[config.mk]
export PLATFORM = sky130hd
export DESIGN_NAME = scan_top_flat
export DESIGN_NICKNAME = d
export VERILOG_FILES = /design/src/rtl/scan_top_if.sv /design/src/rtl/scan_top.sv /design/src/flat_wrapper.sv
export SDC_FILE = /design/constraint.sdc
export NUM_CORES = 1
export LEC_CHECK = 0
export CAP_MARGIN = 10
export CORE_UTILIZATION = 52
export DETAILED_ROUTE_END_ITERATION = 10
export GPL_ROUTABILITY_DRIVEN = 0
export GPL_TIMING_DRIVEN = 0
export PLACE_DENSITY = 0.8
export SYNTH_ARGS = -nofsm -noshare
export SYNTH_HDL_FRONTEND = slang
export SYNTH_SLANG_ARGS = --single-unit
[constraint.sdc]
create_clock -name i_clk -period 4.1 [get_ports i_clk]
set_input_delay 0.82 -clock i_clk [delete_from_list [all_inputs] [get_ports i_clk]]
set_output_delay 0.82 -clock i_clk [all_outputs]
set_load 0.02 [all_outputs]
[src/rtl/scan_top_if.sv]
// Host write port of the scan-chain writer. The host side uses the master modport.
// The writer side uses the slave modport.
interface scan_top_if #(
    parameter int ADDR_BITS    = 12,
    parameter int PAYLOAD_BITS = 169
);
    logic                    write_valid;
    logic                    write_ready;
    logic                    write_reset;
    logic [ADDR_BITS-1:0]    write_addr;
    logic [PAYLOAD_BITS-1:0] write_payload;

    modport master (
        output write_valid,
        output write_reset,
        output write_addr,
        output write_payload,
        input  write_ready
    );

    modport slave (
        input  write_valid,
        input  write_reset,
        input  write_addr,
        input  write_payload,
        output write_ready
    );
endinterface

[src/rtl/scan_top.sv]
// Scan-chain writer (host side) and the on-chip chain with OSC / RF_ANLG / SUPPLY
// config latches, all in the clk domain.
//
// state   | meaning
// --------+-------------------------------------------------------------
// S_IDLE  | write_ready=1, waiting for a host transaction
// S_RST   | scan_en and scan_reset held high for 2*CLOCKS_PER_SCAN_CLK cycles
// S_SHIFT | frame {addr,payload} serialised MSB first, one bit per scan_clk period
// S_LATCH | scan_en low for one cycle so the chain latches the addressed domain
module scan_top #(
    parameter int CLOCK_FREQ          = 20,
    parameter int CLOCKS_PER_SCAN_CLK = 5,
    parameter int ADDR_BITS           = 12,
    parameter int PAYLOAD_BITS        = 169
) (
    input  logic         i_clk,
    input  logic         i_reset,
    scan_top_if.slave    s_wr,
    output logic         o_scan_clk,
    output logic         o_scan_en,
    output logic         o_scan_in,
    output logic         o_scan_reset,
    output logic         o_scan_out,
    output logic [52:0]  o_osc_cfg,
    output logic [168:0] o_rf_cfg,
    output logic [19:0]  o_supply_cfg
);
    localparam int N     = ADDR_BITS + PAYLOAD_BITS;
    localparam int C     = CLOCKS_PER_SCAN_CLK;
    localparam int BIT_W = $clog2(N);
    localparam int TMR_W = $clog2(2 * C);

    localparam logic [1:0] S_IDLE  = 2'd0;
    localparam logic [1:0] S_RST   = 2'd1;
    localparam logic [1:0] S_SHIFT = 2'd2;
    localparam logic [1:0] S_LATCH = 2'd3;

    if (PAYLOAD_BITS < 169 || CLOCKS_PER_SCAN_CLK < 2 || CLOCK_FREQ < 1) begin : g_param_check
        $error("scan_top: unsupported parameter set");
    end

    logic [1:0]       r_state;
    logic             r_start;
    logic [TMR_W-1:0] r_tmr;
    logic [BIT_W-1:0] r_bit;
    logic [N-1:0]     r_frame;
    logic             r_scan_clk;
    logic             r_scan_en;
    logic             r_scan_in;
    logic             r_scan_reset;

    logic [N-1:0]     r_sreg;
    logic             r_sclk_d;
    logic             r_sen_d;
    logic             r_srst_d;
    logic [52:0]      r_osc_cfg;
    logic [168:0]     r_rf_cfg;
    logic [19:0]      r_supply_cfg;

    logic [ADDR_BITS-1:0] w_chain_addr;
    logic                 w_latch;
    logic                 w_shift;

    assign s_wr.write_ready = (r_state == S_IDLE);

    // r_start marks the first cycle after accept; outputs move on the edge after it.
    always_ff @(posedge i_clk) begin
        if (i_reset) begin
            r_state      <= S_IDLE;
            r_start      <= 1'b0;
            r_tmr        <= '0;
            r_bit        <= '0;
            r_frame      <= '0;
            r_scan_clk   <= 1'b0;
            r_scan_en    <= 1'b0;
            r_scan_in    <= 1'b0;
            r_scan_reset <= 1'b0;
        end else begin
            case (r_state)
                S_IDLE: begin
                    if (s_wr.write_valid) begin
                        r_frame <= {s_wr.write_addr, s_wr.write_payload};
                        r_state <= s_wr.write_reset ? S_RST : S_SHIFT;
                        r_start <= 1'b1;
                    end
                end
                S_RST: begin
                    if (r_start) begin
                        r_start      <= 1'b0;
                        r_scan_en    <= 1'b1;
                        r_scan_reset <= 1'b1;
                        r_tmr        <= TMR_W'(2 * C - 1);
                    end else if (r_tmr == '0) begin
                        r_scan_en    <= 1'b0;
                        r_scan_reset <= 1'b0;
                        r_state      <= S_IDLE;
                    end else begin
                        r_tmr <= r_tmr - 1'b1;
                    end
                end
                S_SHIFT: begin
                    if (r_start) begin
                        r_start    <= 1'b0;
                        r_scan_en  <= 1'b1;
                        r_scan_clk <= 1'b0;
                        r_scan_in  <= r_frame[N-1];
                        r_bit      <= BIT_W'(N - 1);
                        r_tmr      <= TMR_W'(C - 1);
                    end else if (r_tmr == '0) begin
                        r_scan_clk <= 1'b0;
                        if (r_bit == '0) begin
                            r_scan_en <= 1'b0;
                            r_state   <= S_LATCH;
                        end else begin
                            r_bit     <= r_bit - 1'b1;
                            r_tmr     <= TMR_W'(C - 1);
                            r_scan_in <= r_frame[r_bit - 1'b1];
                        end
                    end else begin
                        // low for floor(C/2) cycles of the period, high for the rest
                        r_tmr      <= r_tmr - 1'b1;
                        r_scan_clk <= (r_tmr <= TMR_W'(C - C / 2));
                    end
                end
                S_LATCH: begin
                    r_state <= S_IDLE;
                end
                default: begin
                    r_state <= S_IDLE;
                end
            endcase
        end
    end

    assign w_chain_addr = r_sreg[N-1 -: ADDR_BITS];
    assign w_shift      = r_scan_clk && !r_sclk_d && r_scan_en;
    // The end of a reset strobe also drops scan_en; it must not look like a latch.
    assign w_latch      = r_sen_d && !r_scan_en && !r_srst_d;

    always_ff @(posedge i_clk) begin
        if (i_reset) begin
            r_sreg       <= '0;
            r_sclk_d     <= 1'b0;
            r_sen_d      <= 1'b0;
            r_srst_d     <= 1'b0;
            r_osc_cfg    <= '0;
            r_rf_cfg     <= '0;
            r_supply_cfg <= '0;
        end else begin
            r_sclk_d <= r_scan_clk;
            r_sen_d  <= r_scan_en;
            r_srst_d <= r_scan_reset;
            if (r_scan_reset) begin
                r_sreg       <= '0;
                r_osc_cfg    <= '0;
                r_rf_cfg     <= '0;
                r_supply_cfg <= '0;
            end else begin
                if (w_shift) begin
                    r_sreg <= {r_sreg[N-2:0], r_scan_in};
                end
                if (w_latch) begin
                    if (w_chain_addr == ADDR_BITS'(1)) begin
                        r_osc_cfg <= r_sreg[52:0];
                    end else if (w_chain_addr == ADDR_BITS'(2)) begin
                        r_rf_cfg <= r_sreg[168:0];
                    end else if (w_chain_addr == ADDR_BITS'(3)) begin
                        r_supply_cfg <= r_sreg[19:0];
                    end
                end
            end
        end
    end

    assign o_scan_clk   = r_scan_clk;
    assign o_scan_en    = r_scan_en;
    assign o_scan_in    = r_scan_in;
    assign o_scan_reset = r_scan_reset;
    assign o_scan_out   = r_sreg[N-1];
    assign o_osc_cfg    = r_osc_cfg;
    assign o_rf_cfg     = r_rf_cfg;
    assign o_supply_cfg = r_supply_cfg;
endmodule

[src/flat_wrapper.sv]
// flat-port wrapper written by rule: the top's interface ports become plain ports
module scan_top_flat 
#(
    parameter int CLOCK_FREQ          = 20,
    parameter int CLOCKS_PER_SCAN_CLK = 5,
    parameter int ADDR_BITS           = 12,
    parameter int PAYLOAD_BITS        = 169
)
  (i_clk, i_reset, o_scan_clk, o_scan_en, o_scan_in, o_scan_reset, o_scan_out, o_osc_cfg, o_rf_cfg, o_supply_cfg, s_wr_write_valid, s_wr_write_reset, s_wr_write_addr, s_wr_write_payload, s_wr_write_ready);
  scan_top_if #(.ADDR_BITS(ADDR_BITS), .PAYLOAD_BITS(PAYLOAD_BITS)) s_wr_i ();
  input  logic i_clk;
  input  logic i_reset;
  output logic o_scan_clk;
  output logic o_scan_en;
  output logic o_scan_in;
  output logic o_scan_reset;
  output logic o_scan_out;
  output logic [52:0] o_osc_cfg;
  output logic [168:0] o_rf_cfg;
  output logic [19:0] o_supply_cfg;
  input wire logic [$bits(s_wr_i.write_valid)-1:0] s_wr_write_valid;
  input wire logic [$bits(s_wr_i.write_reset)-1:0] s_wr_write_reset;
  input wire logic [$bits(s_wr_i.write_addr)-1:0] s_wr_write_addr;
  input wire logic [$bits(s_wr_i.write_payload)-1:0] s_wr_write_payload;
  output wire logic [$bits(s_wr_i.write_ready)-1:0] s_wr_write_ready;
  assign s_wr_i.write_valid = s_wr_write_valid;
  assign s_wr_i.write_reset = s_wr_write_reset;
  assign s_wr_i.write_addr = s_wr_write_addr;
  assign s_wr_i.write_payload = s_wr_write_payload;
  assign s_wr_write_ready = s_wr_i.write_ready;
  scan_top #(.CLOCK_FREQ(CLOCK_FREQ), .CLOCKS_PER_SCAN_CLK(CLOCKS_PER_SCAN_CLK), .ADDR_BITS(ADDR_BITS), .PAYLOAD_BITS(PAYLOAD_BITS)) u_core (.i_clk(i_clk), .i_reset(i_reset), .s_wr(s_wr_i), .o_scan_clk(o_scan_clk), .o_scan_en(o_scan_en), .o_scan_in(o_scan_in), .o_scan_reset(o_scan_reset), .o_scan_out(o_scan_out), .o_osc_cfg(o_osc_cfg), .o_rf_cfg(o_rf_cfg), .o_supply_cfg(o_supply_cfg));
endmodule
==> metrics.cfg, run 1 <==
[sta]
rsz0062_at_grt=false
fmaxAchievable_ghz=0.260
slew_headroom_pct=18.2
worst_slew_pin_slew_ns=1.22
period_needed_ns=3.85
slew_violations=0
finalSetupTns_ns=0
fin_worst_skew_ns=0.0192
layout_worst_path_cycle_share_pct=93.9
fin_ws_ns=0.251
hold_violations=0
setup_viol=0
whs_ns=0.449

[synthesis]
yosys.area_share.simple_pct=22.3
synth_common_cells=nand2_1, dfxtp_1, a21oi_1
synth_cell_types=58
postSynthAreaPerCell_um2=7.94
synth_compound_area_share_pct=14.9
netlist_area_um2=23400
synthArstFlopShare_pct=0
synth-adder-area-share_pct=0.375
synth_ff_type=dfxtp_1
synthXorXnorAreaFrac_pct=0.295
yosysWarnings=0
synth.most_common_cell=nand2_1
synth_edf_count=0
syn_nets=3136
yosysTopAreaCellShare_pct=53.6
ys_seq_elements=626
muxShareOfSynthArea_pct=4.52
synth_area_leaders=dfxtp_1, nand2_1, a21oi_1
ys_seq_area_share_pct=53.6
synth_top_family_by_area=simple AND/OR/NAND/NOR gates
yosysTopAreaCell=dfxtp_1
synthCells=2944

[route]
drt-initial-drc-count=1937
postRouteAntennaNets=0
drt_wl_total_um=67800
viasPerCell=5.40
vias=22000
drtPass1Iterations=6
routedWlPerCell_um=16.6
remaining_drc_errors=0

[power_and_ir_drop]
pwr-share-comb_pct=24.0
intPower_mw=11.4
p_sw_share_pct=30.7
power_density_nw_per_um2=539
leakagePower_nw=10.3
seqPwrFrac_pct=40.5
p_sw_mw=5.05
power.share.clock_pct=35.5
ir_drop_mv=0.370

[global_route]
grt_pass1_wl_um=107000
grt-ovfl-total=0
grt_max_degree=16
grt_usage_pct=28.7
antenna_found_initial=1
grt_pass1_vias=20900

[finish]
syn_to_final_growth_pct=30.8
final_util_pct=69.1
final_cells=4080
nets=3629
drive_gt1_share_pct=5.48

[setup_path]
cp.required_ns=4.62
crit_type=register to register
worstPathArrival_ns=4.37
critical_path.max_fanout=11
end_kind=register
worstSetupStartpointType=register

[clock_network]
cts.sinks=626
cts.path.max_buffers=3
h-tree-depth=2
worst_setup_hold_path_clk_slew_ns=0.07
post_cts_buffers=0
root_buffer=clkbuf_16
cts_hold_buf=0
numCtsBuffers=59
worstSkewPairLatency_ns=0.62
tritoncts=done

[floorplan]
ios=433
num_rows=77
die_w_um=214
die_y_um=214
dieArea_um2=45800
initial_core_util_pct=52.8
core_um2=44200

[outcome]
status=completed

[min_path]
min_path_type=register to register

[placement]
post-place-ws_ns=-0.314
portBuffers=431
place_hpwl_um=49700
placed_cells=3968

[run]
drv_cap=0

## worst max-delay path, cell delays in order, from the launching register on
cell,delay (ns)
dfxtp_1,0.35
buf_4,0.24
buf_6,0.25
inv_4,0.14
clkbuf_4,0.25
ha_1,0.24
buf_6,0.14
xor2_2,0.21
buf_6,0.24
buf_6,0.23
mux4_2,0.54
nand2_1,0.10
nand3b_1,0.08
a31oi_1,0.26
o211ai_1,0.22
a31o_1,0.22
## per-layer routing
metal	share of wire, %	up-vias	GRT usage, %
li1	-	10700	-
met1	40	10400	34.8
met2	49	845	50.3
met3	7.4	139	5.17
met4	3.4	0	11.1
met5	0	-	0
## kinds of logic (layout without fill, tap and decap cells)
family                   after synthesis  after routing
flip-flops                           626            626
other                                  0              1
adder cells (fa/ha/maj)                7              7
multiplexers                          51             51
AO/OA/AOI/OAI                        668            668
XOR/XNOR                               7              7
AND/OR/NAND/NOR                     1349           1349
buffers and inverters                236            779
## final cells by class
type | instances | area, µm²
Antenna cell | 1 | 2.50
Buffer | 222 | 903
Clock buffer | 79 | 1680
Clock inverter | 32 | 413
Fill cell | 3444 | 13700
Inverter | 14 | 55.1
Multi-Input combinational cell | 2082 | 9900
Sequential cell | 626 | 12500
Tap cell | 592 | 741
Timing Repair Buffer | 432 | 4320
## metrics by stage
stage	instance area [µm²]	power [mW]
finish	30500	16.5
global route	30500	17.1
CTS	30500	16.4
detailed placement	28400	10.6
global placement	28400	10.5
floorplan	23400	9.44
## state kept, by name (all words and copies together), names as in the netlist
signal               flops
u_core.r_frame         181
u_core.r_sreg          181
u_core.o_rf_cfg        169
u_core.o_osc_cfg        53
u_core.o_supply_cfg     20
u_core.r_bit             8
u_core.r_tmr             4
u_core.r_state           2
u_core.o_scan_clk        1
u_core.o_scan_en         1
u_core.o_scan_in         1
u_core.o_scan_reset      1
u_core.r_sclk_d          1
u_core.r_sen_d           1
u_core.r_srst_d          1
u_core.r_start           1
## layout by cell type (no fill, tap or decap), types with 9 or more instances in the layout
| cell type | netlist | layout |
|---|---|---|
| nand2_1 | 1254 | 1254 |
| dfxtp_1 | 626 | 626 |
| a21oi_1 | 623 | 623 |
| clkdlybuf4s50_1 | 0 | 431 |
| clkbuf_1 | 195 | 198 |
| clkbuf_16 | 0 | 59 |
| mux4_2 | 42 | 42 |
| nor2_1 | 37 | 37 |
| buf_2 | 18 | 17 |
| nand3_1 | 15 | 15 |
| clkinv_2 | 0 | 14 |
| inv_1 | 13 | 13 |
| clkbuf_8 | 0 | 13 |
| bufinv_16 | 0 | 9 |
## power groups by stage
stage                     combinational (mW)  clock (mW)  sequential (mW)
after global routing                    4.26        6.15             6.71
after CTS                               3.90        5.88             6.66
after global placement                  3.75           0             6.77
after floorplan                         2.71           0             6.73
after detailed placement                3.84           0             6.80
final                                   3.95        5.84             6.67
## worst paths after layout
check / startpoint / endpoint / slack, ns / depth (start not counted)
setup reg to reg: u_core.r_bit[0]$_SDFFE_PP0P_ / u_core.o_scan_in$_SDFFE_PP0P_ / 0.25 / 15
hold reg to reg: u_core.o_supply_cfg[16]$_SDFFE_PP0P_ / u_core.o_supply_cfg[16]$_SDFFE_PP0P_ / 0.45 / 2
hold / removal: u_core.o_supply_cfg[16]$_SDFFE_PP0P_ / u_core.o_supply_cfg[16]$_SDFFE_PP0P_ / 0.45 / 2
setup / recovery: u_core.r_bit[0]$_SDFFE_PP0P_ / u_core.o_scan_in$_SDFFE_PP0P_ / 0.25 / 15
## what timing repair did
| action | CTS | global route |
|---|---|---|
| cloned | 0 | 0 |
| resized for setup | 7 | 3 |
| hold endpoints to repair | 0 | 0 |
| setup endpoints to repair | 1 | 1 |
Power figures use the tool's default switching activity.
==> run 2: changes to the inputs <==
Settings changed: CORE_ASPECT_RATIO from default to 0.6, CORE_UTILIZATION 52 to 50, PLACE_DENSITY 0.8 to 0.77, REMOVE_ABC_BUFFERS from default to 1.
==> run 2 against run 1 <==
Net effect: register-to-register slack better by 0.18 ns; combinational power hardly changed; sequential share of layout area is 0.37 points higher; count of clock-buffer cells in the layout is 2 lower; hold slack worse by 0.0017 ns; critical path depth is 4 lower; routed wire length is 4.7% lower; critical endpoint unchanged.
==> metrics.cfg, run 2 (synthesized netlist as in run 1, its figures left out) <==
[placement]
placed_cells=3806
place_hpwl_um=43300
portBuffers=432

[sta]
rsz0062_at_grt=false
setup_viol=0
fin_worst_skew_ns=0.0234
slew_headroom_pct=37.0
layout_worst_path_cycle_share_pct=89.4
period_needed_ns=3.67
worst_slew_pin_slew_ns=0.945
slew_violations=0
fmaxAchievable_ghz=0.273
hold_violations=0

[clock_network]
h-tree-depth=2
cts.path.max_buffers=3
root_buffer=clkbuf_16
numCtsBuffers=55
worst_setup_hold_path_clk_slew_ns=0.06
cts.sinks=626
tritoncts=done
worstSkewPairLatency_ns=0.59

[floorplan]
core_um2=45400
die_y_um=169
initial_core_util_pct=51.4
num_rows=60
ios=433
die_w_um=281
dieArea_um2=47600

[route]
postRouteAntennaNets=0
viasPerCell=5.39
vias=21100
drt-initial-drc-count=1508
drtPass1Iterations=6
drt_wl_total_um=64600
remaining_drc_errors=0
routedWlPerCell_um=16.5

[finish]
final_cells=3909
syn_to_final_growth_pct=29.6
n_fill_cell=3583
final_common_cell=nand2_1
nets=3438
ff_latch_area_um2=12500
drive_gt1_share_pct=5.93
layout.cells.most_common_list=nand2_1, dfxtp_1, a21oi_1
multi_input_area_um2=9980

[global_route]
antenna_found_initial=1
grt_usage_pct=26.5
grt-ovfl-total=0
grt_max_degree=127
grt_pass1_wl_um=104000
grt_pass1_vias=20100

[min_path]
min_path_type=register to register

[power_and_ir_drop]
finalPower_mw=16.1
ir_drop_mv=0.474
power_density_nw_per_um2=530
leakagePower_nw=10.2

[setup_path]
cp.required_ns=4.57
crit_type=register to register
end_kind=register
worstSetupStartpointType=register
critical_path.max_fanout=23
worstPathArrival_ns=4.14

[outcome]
status=completed

[run]
drv_cap=0

[run 2: changes by cell type in the layout (fill, tap and decap cells not counted), moves of 3 or more]
cell | previous run | this run
buf_1 | 3 | 0
buf_2 | 17 | 0
inv_6 | 4 | 1
clkbuf_2 | 3 | 0
buf_12 | 0 | 13
buf_16 | 0 | 14
bufinv_16 | 9 | 5
clkbuf_1 | 198 | 8
clkinv_2 | 14 | 10
[run 2: per-stage QoR]
stage | hold WS, ns | utilization (%) | setup WS [ns] | setup TNS [ns] | cell area (µm²)
2_1_floorplan | 0.425 | - | -2.42 | -898.92 | 22500
3_3_place_gp | 0.437 | 60.7 | -8.00 | -3838.02 | 27600
3_5_place_dp | 0.442 | 62.4 | -0.463 | -0.463 | 28300
4_1_cts | 0.451 | 66.6 | 0.0000751 | 0 | 30300
5_1_grt | 0.467 | 66.7 | 0.296 | 0 | 30300
6_report | 0.447 | 66.7 | 0.434 | 0 | 30300
[run 2: layer usage]
layer	vias up	track usage, %	share of wire, %	routed length, µm
li1	10200	-	-	-
met1	10000	34.9	43	27700
met2	668	42.9	46	29700
met3	170	4.72	6.5	4200
met4	0	11.5	4.6	2990
met5	-	0	0	0
[run 2: final cells by class]
class / count / area share, %
sequential: 626 / 41.4
clock inverter: 22 / 0.888
inverter: 14 / 0.182
clock buffer: 77 / 5.36
tap: 620 / 2.56
antenna: 1 / 0.00826
multi-input combinational: 2083 / 33.0
timing repair buffer: 466 / 16.7
[run 2: final timing paths]
path | endpoint | start | cells past startpoint | slack, ns
setup / recovery | u_core.o_scan_in$_SDFFE_PP0P_ | u_core.r_bit[0]$_SDFFE_PP0P_ | 11 | 0.43
hold / removal | u_core.o_rf_cfg[34]$_SDFFE_PP0P_ | u_core.o_rf_cfg[34]$_SDFFE_PP0P_ | 2 | 0.45
setup reg to reg | u_core.o_scan_in$_SDFFE_PP0P_ | u_core.r_bit[0]$_SDFFE_PP0P_ | 11 | 0.43
hold reg to reg | u_core.o_rf_cfg[34]$_SDFFE_PP0P_ | u_core.o_rf_cfg[34]$_SDFFE_PP0P_ | 2 | 0.45
[run 2: power breakdown]
group	leakage [nW]	switching (mW)	internal [mW]	total, mW
Sequential	5.07	0.287	6.45	6.74
Combinational	4.16	2.37	1.55	3.93
Clock	0.931	2.30	3.08	5.39
[run 2: worst max-delay path: stages, from the launching register on]
cell	delay, ns
dfxtp_4	0.45
buf_12	0.21
inv_4	0.28
ha_2	0.47
xor2_4	0.28
buf_12	0.23
mux4_1	0.56
nand2_1	0.11
nand3_1	0.09
a31oi_1	0.46
o211ai_1	0.17
a31o_1	0.20
[run 2: timing repair]
action	4_1_cts	5_1_grt
setup buffers	2	0
hold buffers	0	0
pin swaps	1	0
cloned	1	0
hold endpoints to repair	0	0
gates resized for setup	0	6
endpoints found under the setup margin	1	1
